$ cat config.mk
export PLATFORM = sky130hd
export DESIGN_NAME = debug_unit_flat
export DESIGN_NICKNAME = d
export VERILOG_FILES = /design/src/rtl/debug_unit_if.sv /design/src/rtl/debug_unit.sv /design/src/flat_wrapper.sv
export SDC_FILE = /design/constraint.sdc
export NUM_CORES = 1
export LEC_CHECK = 0
export ABC_AREA = 1
export BUFFER_PORTS_ARGS = -buffer_cell sky130_fd_sc_hd__buf_2
export CAP_MARGIN = 5
export CORE_ASPECT_RATIO = 0.5
export CORE_MARGIN = 2
export CORE_UTILIZATION = 44
export DETAILED_ROUTE_END_ITERATION = 10
export PLACE_DENSITY = 0.77
export SETUP_SLACK_MARGIN = 0.3
export SLEW_MARGIN = 20
export SYNTH_ARGS = -nofsm -noshare
export SYNTH_HDL_FRONTEND = slang
export SYNTH_SLANG_ARGS = --single-unit
$ cat constraint.sdc
create_clock -name i_w_clk -period 1.6 [get_ports i_w_clk]
set_input_delay 0.4 -clock i_w_clk [delete_from_list [all_inputs] [get_ports i_w_clk]]
set_output_delay 0.4 -clock i_w_clk [all_outputs]
set_load 0.05 [all_outputs]
$ cat src/rtl/debug_unit_if.sv
// Debug command channel between the board-level debug port and debug_unit.
// The master issues one command per cycle; the slave answers with ack/err.
interface debug_unit_if #(
    parameter int p_data_width = 16,
    parameter int p_bp_count   = 4
);
    // One extra code point so an out-of-range index is expressible.
    localparam int lp_cw = $clog2(p_bp_count + 1);

    logic                    i_w_cmd_valid;
    logic [2:0]              i_w_cmd;
    logic [p_data_width-1:0] i_w_cmd_arg;
    logic [lp_cw-1:0]        i_w_cmd_idx;
    logic                    o_w_cmd_ack;
    logic                    o_w_cmd_err;

    modport master (
        output i_w_cmd_valid, i_w_cmd, i_w_cmd_arg, i_w_cmd_idx,
        input  o_w_cmd_ack, o_w_cmd_err
    );

    modport slave (
        input  i_w_cmd_valid, i_w_cmd, i_w_cmd_arg, i_w_cmd_idx,
        output o_w_cmd_ack, o_w_cmd_err
    );
endinterface

$ cat src/rtl/debug_unit.sv
// Run-control for the microprogrammed CPU: run/halt/step, PC breakpoints,
// and a registered display-tap mux. Halts only at fetch boundaries.
module debug_unit #(
    parameter  int p_data_width    = 16,
    parameter  int p_address_width = 10,
    parameter  int p_bp_count      = 4,
    parameter  int p_src_count     = 8,
    parameter  int p_step_width    = 8,
    localparam int lp_bw = (p_bp_count > 1) ? $clog2(p_bp_count) : 1,
    localparam int lp_cw = $clog2(p_bp_count + 1),
    localparam int lp_sw = $clog2(p_src_count + 1)
) (
    input  logic                                i_w_clk,
    input  logic                                i_w_reset,
    debug_unit_if.slave                         i_cmd_if,
    input  logic [p_data_width-1:0]             i_w_pc,
    input  logic                                i_w_fetch,
    input  logic [p_src_count*p_data_width-1:0] i_w_disp_bus,
    input  logic [lp_sw-1:0]                    i_w_disp_sel,
    output logic [p_data_width-1:0]             o_w_disp_out,
    output logic                                o_w_cpu_en,
    output logic                                o_w_halted,
    output logic                                o_w_bp_hit,
    output logic [lp_bw-1:0]                    o_w_bp_idx,
    output logic [p_step_width-1:0]             o_w_step_left
);
    localparam logic [1:0] S_HALTED = 2'd0;
    localparam logic [1:0] S_RUN    = 2'd1;
    localparam logic [1:0] S_STEP   = 2'd2;

    logic [1:0]                 r_state;
    logic                       r_skip;
    logic                       r_pend;
    logic [p_step_width-1:0]    r_step_left;
    logic                       r_bp_hit;
    logic [lp_bw-1:0]           r_bp_idx;
    logic [p_bp_count-1:0]      r_armed;
    logic [p_address_width-1:0] r_addr [p_bp_count];
    logic [p_data_width-1:0]    r_disp;
    logic                       r_ack;
    logic                       r_err;

    logic                       w_running;
    logic                       w_match;
    logic [lp_bw-1:0]           w_idx;
    logic                       w_halt_now;
    logic                       w_halt_ev;
    logic                       w_fetch_en;
    logic                       w_legal;
    logic                       w_run;
    logic                       w_step;
    logic                       w_halt;
    logic                       w_set;
    logic                       w_clr;
    logic                       w_clra;
    logic                       w_idx_ok;
    logic [p_step_width-1:0]    w_step_arg;
    logic [p_data_width-1:0]    w_disp;
    logic                       w_unused;

    assign w_running = (r_state != S_HALTED);
    assign w_step_arg = i_cmd_if.i_w_cmd_arg[p_step_width-1:0];
    assign w_idx_ok = (32'(i_cmd_if.i_w_cmd_idx) < p_bp_count);
    assign w_unused = ^{i_w_pc, i_cmd_if.i_w_cmd_arg};

    // Scan downward so the lowest matching comparator wins.
    always_comb begin
        w_match = 1'b0;
        w_idx   = '0;
        for (int i = p_bp_count - 1; i >= 0; i--) begin
            if (r_armed[i] && r_addr[i] == i_w_pc[p_address_width-1:0]) begin
                w_match = 1'b1;
                w_idx   = lp_bw'(i);
            end
        end
    end

    assign w_halt_now = i_w_fetch & ~r_skip &
                        (r_pend | w_match |
                         ((r_state == S_STEP) && (r_step_left == '0)));
    // A held fetch while already halted must not re-record a breakpoint.
    assign w_halt_ev  = w_halt_now & w_running;
    assign o_w_cpu_en = w_running & ~w_halt_now;
    assign w_fetch_en = o_w_cpu_en & i_w_fetch;

    always_comb begin
        w_legal = 1'b1;
        w_run   = 1'b0;
        w_step  = 1'b0;
        w_halt  = 1'b0;
        w_set   = 1'b0;
        w_clr   = 1'b0;
        w_clra  = 1'b0;
        if (i_cmd_if.i_w_cmd_valid) begin
            case (i_cmd_if.i_w_cmd)
                3'd0: w_legal = 1'b1;
                3'd1: begin
                    w_run   = ~w_running;
                    w_legal = ~w_running;
                end
                3'd2: w_halt = 1'b1;
                3'd3: begin
                    w_step  = ~w_running;
                    w_legal = ~w_running;
                end
                3'd4: begin
                    w_set   = w_idx_ok;
                    w_legal = w_idx_ok;
                end
                3'd5: begin
                    w_clr   = w_idx_ok;
                    w_legal = w_idx_ok;
                end
                3'd6: w_clra = 1'b1;
                default: w_legal = 1'b0;
            endcase
        end
    end

    always_comb begin
        w_disp = '0;
        for (int k = 0; k < p_src_count; k++) begin
            if (i_w_disp_sel == lp_sw'(k))
                w_disp = i_w_disp_bus[k*p_data_width +: p_data_width];
        end
    end

    always_ff @(posedge i_w_clk or negedge i_w_reset) begin
        if (!i_w_reset) begin
            r_state     <= S_HALTED;
            r_skip      <= 1'b0;
            r_pend      <= 1'b0;
            r_step_left <= '0;
            r_bp_hit    <= 1'b0;
            r_bp_idx    <= '0;
            r_armed     <= '0;
            r_disp      <= '0;
            r_ack       <= 1'b0;
            r_err       <= 1'b0;
            for (int i = 0; i < p_bp_count; i++)
                r_addr[i] <= '0;
        end else begin
            r_ack  <= i_cmd_if.i_w_cmd_valid & w_legal;
            r_err  <= i_cmd_if.i_w_cmd_valid & ~w_legal;
            r_disp <= w_disp;
            if (w_fetch_en) begin
                r_skip <= 1'b0;
                if (r_state == S_STEP)
                    r_step_left <= r_step_left - 1'b1;
            end
            if (w_halt_ev) begin
                r_state  <= S_HALTED;
                r_pend   <= 1'b0;
                r_bp_hit <= w_match;
                if (w_match)
                    r_bp_idx <= w_idx;
            end else if (w_halt && w_running) begin
                r_pend <= 1'b1;
            end
            if (w_run) begin
                r_state  <= S_RUN;
                r_skip   <= 1'b1;
                r_bp_hit <= 1'b0;
            end
            if (w_step) begin
                r_state     <= S_STEP;
                r_skip      <= 1'b1;
                r_bp_hit    <= 1'b0;
                r_step_left <= (w_step_arg == '0) ? p_step_width'(1) : w_step_arg;
            end
            for (int i = 0; i < p_bp_count; i++) begin
                if (w_set && i_cmd_if.i_w_cmd_idx == lp_cw'(i)) begin
                    r_addr[i]  <= i_cmd_if.i_w_cmd_arg[p_address_width-1:0];
                    r_armed[i] <= 1'b1;
                end
                if (w_clra || (w_clr && i_cmd_if.i_w_cmd_idx == lp_cw'(i)))
                    r_armed[i] <= 1'b0;
            end
        end
    end

    assign i_cmd_if.o_w_cmd_ack = r_ack;
    assign i_cmd_if.o_w_cmd_err = r_err;
    assign o_w_halted    = (r_state == S_HALTED);
    assign o_w_bp_hit    = r_bp_hit;
    assign o_w_bp_idx    = r_bp_idx;
    assign o_w_step_left = r_step_left;
    assign o_w_disp_out  = r_disp;
endmodule

$ cat src/flat_wrapper.sv
// flat-port wrapper written by rule: the top's interface ports become plain ports
module debug_unit_flat 
#(
    parameter  int p_data_width    = 16,
    parameter  int p_address_width = 10,
    parameter  int p_bp_count      = 4,
    parameter  int p_src_count     = 8,
    parameter  int p_step_width    = 8,
    localparam int lp_bw = (p_bp_count > 1) ? $clog2(p_bp_count) : 1,
    localparam int lp_cw = $clog2(p_bp_count + 1),
    localparam int lp_sw = $clog2(p_src_count + 1)
)
  (i_w_clk, i_w_reset, i_w_pc, i_w_fetch, i_w_disp_bus, i_w_disp_sel, o_w_disp_out, o_w_cpu_en, o_w_halted, o_w_bp_hit, o_w_bp_idx, o_w_step_left, i_cmd_if_i_w_cmd_valid, i_cmd_if_i_w_cmd, i_cmd_if_i_w_cmd_arg, i_cmd_if_i_w_cmd_idx, i_cmd_if_o_w_cmd_ack, i_cmd_if_o_w_cmd_err);
  debug_unit_if #(.p_data_width(p_data_width), .p_bp_count(p_bp_count)) i_cmd_if_i ();
  input  logic i_w_clk;
  input  logic i_w_reset;
  input  logic [p_data_width-1:0] i_w_pc;
  input  logic i_w_fetch;
  input  logic [p_src_count*p_data_width-1:0] i_w_disp_bus;
  input  logic [lp_sw-1:0] i_w_disp_sel;
  output logic [p_data_width-1:0] o_w_disp_out;
  output logic o_w_cpu_en;
  output logic o_w_halted;
  output logic o_w_bp_hit;
  output logic [lp_bw-1:0] o_w_bp_idx;
  output logic [p_step_width-1:0] o_w_step_left;
  input wire logic [$bits(i_cmd_if_i.i_w_cmd_valid)-1:0] i_cmd_if_i_w_cmd_valid;
  input wire logic [$bits(i_cmd_if_i.i_w_cmd)-1:0] i_cmd_if_i_w_cmd;
  input wire logic [$bits(i_cmd_if_i.i_w_cmd_arg)-1:0] i_cmd_if_i_w_cmd_arg;
  input wire logic [$bits(i_cmd_if_i.i_w_cmd_idx)-1:0] i_cmd_if_i_w_cmd_idx;
  output wire logic [$bits(i_cmd_if_i.o_w_cmd_ack)-1:0] i_cmd_if_o_w_cmd_ack;
  output wire logic [$bits(i_cmd_if_i.o_w_cmd_err)-1:0] i_cmd_if_o_w_cmd_err;
  assign i_cmd_if_i.i_w_cmd_valid = i_cmd_if_i_w_cmd_valid;
  assign i_cmd_if_i.i_w_cmd = i_cmd_if_i_w_cmd;
  assign i_cmd_if_i.i_w_cmd_arg = i_cmd_if_i_w_cmd_arg;
  assign i_cmd_if_i.i_w_cmd_idx = i_cmd_if_i_w_cmd_idx;
  assign i_cmd_if_o_w_cmd_ack = i_cmd_if_i.o_w_cmd_ack;
  assign i_cmd_if_o_w_cmd_err = i_cmd_if_i.o_w_cmd_err;
  debug_unit #(.p_data_width(p_data_width), .p_address_width(p_address_width), .p_bp_count(p_bp_count), .p_src_count(p_src_count), .p_step_width(p_step_width)) u_core (.i_w_clk(i_w_clk), .i_w_reset(i_w_reset), .i_cmd_if(i_cmd_if_i), .i_w_pc(i_w_pc), .i_w_fetch(i_w_fetch), .i_w_disp_bus(i_w_disp_bus), .i_w_disp_sel(i_w_disp_sel), .o_w_disp_out(o_w_disp_out), .o_w_cpu_en(o_w_cpu_en), .o_w_halted(o_w_halted), .o_w_bp_hit(o_w_bp_hit), .o_w_bp_idx(o_w_bp_idx), .o_w_step_left(o_w_step_left));
endmodule
==> results of run 1 <==
[cell usage after synthesis (all sizes together)]
cell,number,area share
xnor2,9,0.016
or2,2,0.0025
a311oi,1,0.0018
nor4,2,0.0025
a21oi,25,0.025
a21boi,1,0.0023
a221oi,7,0.012
nand2,266,0.21
a41oi,1,0.0018
o21ai,59,0.060
nor2,41,0.037
xor2,2,0.0035
nor3,10,0.010
clkbuf,17,0.013
ha,1,0.0025
nor3b,1,0.0015
o211ai,2,0.0030
o22ai,1,0.0013
nand3,81,0.088
nand4,32,0.043
o2111ai,1,0.0018
inv,90,0.068
clkinv,1,0.00075
dfrtp,77,0.39
o31ai,1,0.0015
buf,5,0.0050
nand3b,1,0.0015
[metal layers]
metal  wire [um]  share of wire
met4         941          0.047
met3        1340          0.067
met5           0              0
met1        8280           0.41
met2        9610           0.48
[power breakdown]
group	total, mW	switching, mW	internal (mW)	leakage (nW)
clock network	2.13	0.870	1.26	0.146
registers	2.44	0.221	2.22	1.02
logic	4.27	2.36	1.90	3.13
total	8.84	3.46	5.38	4.30
[final cells by class]
type,count,area [um2]
repair buffers,343,2500
fillers,851,2770
multi-input cells,547,2960
flip-flops and latches,77,1930
clock buffers,11,243
clock inverters,5,60.1
inverters,91,364
well taps,145,181
[how the worst max path moves through the flow]
stage,endpoint,cells after the start,slack (ns)
global placement,o_w_cpu_en,13,-0.48
finish,o_w_cpu_en,9,-0.58
floorplan,o_w_cpu_en,7,-0.37
CTS,o_w_cpu_en,12,-0.54
detailed placement,o_w_cpu_en,11,-0.49
global route,o_w_cpu_en,12,-0.64
[critical path, cell delays in order (launching register included)]
cell and delay [ns]:
sky130_fd_sc_hd__dfrtp_1 0.41, sky130_fd_sc_hd__xnor2_2 0.22, sky130_fd_sc_hd__nand2_1 0.10, sky130_fd_sc_hd__nor2_2 0.16, sky130_fd_sc_hd__nand3_2 0.11, sky130_fd_sc_hd__nand2_2 0.11
sky130_fd_sc_hd__nor2_4 0.04, sky130_fd_sc_hd__nand2_4 0.08, sky130_fd_sc_hd__a21oi_4 0.05, sky130_fd_sc_hd__buf_6 0.16
[state kept, by name (all words and copies together) (netlist names)]
signal                       flops
u_core.i_cmd_if.o_w_cmd_ack      1
u_core.i_cmd_if.o_w_cmd_err      1
u_core.o_w_bp_hit                1
u_core.o_w_bp_idx                2
u_core.o_w_disp_out             16
u_core.o_w_step_left             8
u_core.r_addr                   40
u_core.r_armed                   4
u_core.r_pend                    1
u_core.r_skip                    1
u_core.r_state                   2
[per-stage QoR]
| step | util | TNS, ns | power [mW] | std cells |
|---|---|---|---|---|
| CTS | 0.714 | -5.11 | 8.35 | 1204 |
| global route | 0.749 | -8.64 | 9.16 | 1219 |
| finish | 0.749 | -7.28 | 8.84 | 1219 |
| detailed placement | 0.647 | -6.36 | 5.63 | 1172 |
| global placement | 0.647 | -5.91 | 5.54 | 1172 |
| floorplan | - | -1.46 | 4.33 | 737 |
[kinds of logic after synthesis]
logic type / after synthesis / synth area share
adders and majority gates: 1 / 0.00251
DFF: 77 / 0.387
xor gates and xnor gates: 11 / 0.0193
and+or+nand+nor: 436 / 0.394
AOI/OAI and AO/OA: 99 / 0.111
buffers and inverters: 113 / 0.0869
[timing repair]
action,4_1_cts,5_1_grt
endpoints found under the setup margin,47,91
setup buffers,15,14
resized for setup,91,72
endpoints found under the hold margin,27,0
hold buffers,1,0
pin swaps,17,17
gates cloned,0,1
[cells in the final DEF, fill, tap and decap left out, drive strengths merged, types with 2 or more instances in the layout]
master,instances
or2,2
buf,341
nand4,32
nor4,2
dfrtp,77
a21oi,25
nand2,266
a221oi,7
o21ai,59
xor2,2
nor3,10
inv,88
clkinv,4
nor2,41
nand3,81
clkinvlp,3
clkbuf,12
xnor2,9
o211ai,2
==> summary.txt, run 1 <==
Synth
  • Synth Instances: between 700 and 800
  • Syn. warnings: 0
  • Cell variety after synth: 38
  • Post-Syn Area: 4980 um2
  • Fraction of the yosys area taken by sequential cells: 0.387
  • Synth Net Count: 912
  • Flop and latch count out of synthesis: 77
  • Synthesized area per cell: around 6.8 um2

Global routing
  • Remaining global-route overflow: 0
  • Met2 global-route usage: 0.557
  • Initial antenna violation count: 0
  • Pin count of the biggest net entering global routing: 36
  • All-Layer GR Usage: 0.319
  • GR Util met3: 0.0529
  • Routing layer with the top usage in global route: met2
  • GRT met1 Usage: 0.396
  • Via count of the first global-routing pass: 6419
  • Wire length of the first global-routing pass: ~31000 um

Clocking
  • TritonCTS clock tree: done
  • Number of H-tree levels: 3
  • Clock-pin slew of the registers on the worst-case setup and hold paths: ~0.060 ns
  • Number of buffers inserted during clock tree synthesis: 9
  • Clk sinks: just under 80
  • Maximum count of clock buffers along a single path: 2
  • Clock Latency Late Sink: approximately 0.35 ns
  • Clock root cell: sky130_fd_sc_hd__clkbuf_16

Critical path
  • Peak fanout along the critical path: 2
  • Reg2reg setup slack: -0.50 ns
  • Data arrival at the endpoint of the critical path: around 1.8 ns
  • Launch instance of the worst register-to-register path: u_core.r_addr[28]
  • Critical Path Start: u_core.r_addr[28]
  • Number of cells on the worst reg-to-reg path: 16
  • Setup crit end kind: output pin
  • Critical Setup Path Class: reg -> out
  • Worst reg2reg path endpoint: u_core.o_w_bp_idx[1]
  • Data required time of the worst path: about 1.2 ns
  • Launching element type of the critical path: flop

Floorplan
  • Starting utilization of the core area: 0.452
  • Rows: 27
  • Die area: around 12000 um2
  • Core region area: between 10000 and 15000 um2
  • Horiz. Die Dim: around 150 um
  • Number of placed I/O pins: approximately 210
  • Vertical extent of the die: between 70 and 80 um

STA
  • RSZ-0062 raised after global routing: yes
  • Smallest hold slack: 0.269 ns
  • Slew Limit Fails: 0
  • Fin worst setup slack: -0.582 ns
  • # setup viols final: 17
  • Tcrit/Tclk final: 1.36
  • Hold Fails Final Rpt: 0
  • Final clock skew: 0.00646 ns
  • Crit path time final: ~2.2 ns
  • Measured slew at the worst slew-check pin: 0.446 ns
  • Highest achievable clock rate: approximately 460 MHz
  • Headroom to the max-slew limit: 0.700

Min path
  • Hold Path Cell Cnt: 3
  • Class of the most critical hold timing path: in -> reg
  • Worst Hold Launch: i_w_disp_bus[97]
  • Hold endpoint: u_core.o_w_disp_out[1]

Drt
  • Total number of vias: ~6400
  • Number of detailed-routing iterations run before antenna repair: 5
  • DR iter-0 viols: about 430
  • Post-route DRC violation count: 0
  • Overall routed net length: 20200 um
  • DRT antenna net count: 0
  • Number of vias per cell: about 5.3
  • Routed len/inst: ~17 um

Outcome
  • Result of the run: finished with violations
  • Violations in the final reports: negative setup slack

Power
  • Power per cell area: approximately 1100 nW/um2
  • Worst vdd rail ir drop: approximately 0.6 mV
  • Standby leakage power: around 4.3 nW

Finish
  • Finished Cell Area: 8250 um2
  • Layout-stage area growth over the synthesis result: 65.5%
  • Post-layout net count: around 1200
  • Share of post-route cells with drive strength above 1: 0.448
  • Diodes inserted: 0

Placed design
  • Count of input and output buffers: about 190
  • Placement Setup Slack: -0.486 ns
  • Final HPWL from detailed placement: ~14000 um
  • Routability congestion estimate from global placement: between 0.9 and 1
  • Placed inst area: about 7100 um2

Flow run
  • Max_cap viols: 0
No activity file was read; power rests on OpenSTA's default activity.
==> inputs of run 2 (changes only) <==
- PLACE_DENSITY: 0.77 -> 0.89
==> run 2 against run 1 <==
The run ends with design-rule violations, negative setup slack left; maximum frequency shrank 17%; global-route usage grew 2.1 points; combinational power grew 9.4%; wire length grew 41%; cell area grew 5.6%; core utilization grew 4.2 points; critical endpoint is now u_core.o_w_step_left[7]; largest cell class unchanged; largest power group unchanged.
==> summary.txt, run 2 (synthesized netlist as in run 1, its figures left out) <==
Drt
  • Post-route DRC violation count: 53 (+53)
  • DRT antenna net count: 0 (unchanged)
  • Number of vias per cell: 6.16 (+17%)
  • Overall routed net length: 28400 um (+41%)
  • Number of detailed-routing iterations run before antenna repair: 11 (+6)
  • Routed len/inst: 23.0 um (+39%)
  • DR iter-0 viols: 1014 (+130%)
  • Total number of vias: 7587 (+18%)

STA
  • Crit path time final: 2.63 ns (+0.450 ns)
  • Hold Fails Final Rpt: 0 (unchanged)
  • Highest achievable clock rate: 380 MHz (-17%)
  • # setup viols final: 17 (unchanged)
  • Final clock skew: 0.00707 ns (+0.000607 ns)
  • Headroom to the max-slew limit: 0.649 (-0.0512)
  • Slew Limit Fails: 0 (unchanged)
  • RSZ-0062 raised after global routing: yes
  • Tcrit/Tclk final: 1.65 (+0.281)
  • Measured slew at the worst slew-check pin: 0.521 ns (+0.0753 ns)
  • Fin worst setup slack: -1.03 ns (-0.450 ns)

Critical path
  • Peak fanout along the critical path: 8 (+6)
  • Critical Path Start: u_core.r_addr[1]
  • Launching element type of the critical path: flop
  • Reg2reg setup slack: -1.03 ns (-0.53 ns)
  • Data required time of the worst path: 1.84 ns (+0.64 ns)
  • Setup crit end kind: flop
  • Launch instance of the worst register-to-register path: u_core.r_addr[1]
  • Critical Setup Path Class: reg -> reg
  • Data arrival at the endpoint of the critical path: 2.87 ns (+1.09 ns)

Clocking
  • Clock Latency Late Sink: 0.35 ns (about the same)
  • Clock-pin slew of the registers on the worst-case setup and hold paths: 0.07 ns (about the same)
  • Maximum count of clock buffers along a single path: 2 (unchanged)
  • Number of buffers inserted during clock tree synthesis: 9 (unchanged)
  • Clock root cell: sky130_fd_sc_hd__clkbuf_16
  • Number of H-tree levels: 3 (unchanged)
  • Clk sinks: 77 (unchanged)
  • TritonCTS clock tree: done

Placed design
  • Count of input and output buffers: 192 (unchanged)
  • Placed inst area: 7110 um2 (-0.28%)
  • Placement Setup Slack: -0.476 ns (+0.00997 ns)
  • Final HPWL from detailed placement: 14700 um (+4.0%)
  • Routability congestion estimate from global placement: 0.977 (-1.8%)

Power
  • Worst vdd rail ir drop: 0.673 mV (+11%)
  • Power per cell area: 1050 nW/um2 (-1.6%)
  • Standby leakage power: 4.49 nW (+4.4%)

Global routing
  • Initial antenna violation count: 0 (unchanged)
  • Remaining global-route overflow: 0 (unchanged)
  • Via count of the first global-routing pass: 6503 (+1.3%)
  • Pin count of the biggest net entering global routing: 30 (-17%)
  • All-Layer GR Usage: 0.340 (+0.0208)
  • Wire length of the first global-routing pass: 32600 um (+5.1%)

Floorplan
  • Rows: 27 (unchanged)
  • Core region area: 11000 um2 (unchanged)
  • Vertical extent of the die: 79.2 um (unchanged)
  • Starting utilization of the core area: 0.452 (unchanged)
  • Horiz. Die Dim: 154 um (unchanged)
  • Die area: 12200 um2 (unchanged)
  • Number of placed I/O pins: 205 (unchanged)

Finish
  • Most used cells in the layout excluding fill and tap cells: sky130_fd_sc_hd__nand2_1 (209), sky130_fd_sc_hd__buf_2 (159), sky130_fd_sc_hd__buf_4 (129), sky130_fd_sc_hd__dfrtp_1 (69)
  • Most flops, register: u_core.r_addr
  • Share of post-route cells with drive strength above 1: 0.491 (+0.0434)
  • Finished Cell Area: 8700 um2 (+5.6%)
  • Number of flip-flops under the largest register name: 40 (unchanged)
  • Fill cell instance count of the final layout: 663 (-22%)
  • Post-layout net count: 1257 (+1.0%)
  • Most common cell after layout, fill and taps aside: sky130_fd_sc_hd__nand2_1
  • Diodes inserted: 0 (unchanged)
  • Layout-stage area growth over the synthesis result: 74.7%

Min path
  • Class of the most critical hold timing path: in -> reg
  • Worst Hold Launch: i_w_disp_bus[97]

Flow run
  • Max_cap viols: 0 (unchanged)

Outcome
  • Result of the run: finished with violations
  • Violations in the final reports: design-rule violations, negative setup slack
-- run 2: what timing repair did --
action,in CTS,in global routing
resized for setup,86,150
gates cloned,0,11
hold endpoints to repair,27,0
pin swaps,17,28
hold buffers,1,0
setup endpoints to repair,47,85
setup buffers,16,17
-- run 2: area by class of cell --
class / count / area, um2 / share of cell area
Clock buffer: 9 / 225 / 0.0259
Tap cell: 145 / 181 / 0.0208
Multi-Input combinational cell: 547 / 3230 / 0.371
Sequential cell: 77 / 1940 / 0.223
Clock inverter: 7 / 57.6 / 0.00661
Inverter: 91 / 344 / 0.0395
Timing Repair Buffer: 356 / 2730 / 0.314
-- run 2: routing by layer --
layer  part of all wire  up-vias  GRT usage
met5             0.0014        -          0
li1                   -     3104          -
met1               0.33     3436      0.413
met3               0.15      309     0.0715
met4              0.097        2      0.141
met2               0.43      736      0.596
-- run 2: report_power, final --
part | internal (mW) | leakage (nW) | switching [mW]
Clock | 1.07 | 0.134 | 0.946
Combinational | 1.96 | 3.33 | 2.71
Sequential | 2.22 | 1.02 | 0.268
-- run 2: worst max-delay path, cell delays in order (launching register included) --
cell and delay, ns:
sky130_fd_sc_hd__dfrtp_1 0.44, sky130_fd_sc_hd__inv_1 0.20, sky130_fd_sc_hd__nand2_1 0.13, sky130_fd_sc_hd__nand2_1 0.09
sky130_fd_sc_hd__nor2_1 0.07, sky130_fd_sc_hd__nand2_1 0.12, sky130_fd_sc_hd__nor2_1 0.07, sky130_fd_sc_hd__nand2_1 0.07
sky130_fd_sc_hd__nand2_2 0.08, sky130_fd_sc_hd__nor2_4 0.18, sky130_fd_sc_hd__nand2_4 0.08, sky130_fd_sc_hd__buf_4 0.13
sky130_fd_sc_hd__buf_4 0.12, sky130_fd_sc_hd__buf_6 0.13, sky130_fd_sc_hd__nand2_8 0.10, sky130_fd_sc_hd__nand4_4 0.24
sky130_fd_sc_hd__nand3_2 0.14, sky130_fd_sc_hd__nand2_1 0.07
-- run 2: stage by stage --
stage	instances	power, mW	util	TNS [ns]	hold WS, ns
CTS	1204	8.21	0.709	-4.90	0.267
finish	1232	9.18	0.790	-15.41	0.265
global placement	1171	5.51	0.645	-5.48	0.357
floorplan	737	4.33	-	-1.46	0.104
global route	1232	9.44	0.790	-15.40	0.267
detailed placement	1171	5.62	0.645	-6.50	0.357
-- run 2: path summary, 6_finish.rpt --
kind                                                 to  depth (start not counted)
worst max-delay path            u_core.o_w_step_left[7]                         17
worst min-delay path             u_core.o_w_disp_out[1]                          3
worst max register to register  u_core.o_w_step_left[7]                         17
worst min register to register        u_core.r_addr[28]                          2
max in group asynchronous             u_core.r_addr[38]                          3
min in group asynchronous             u_core.r_addr[32]                          2
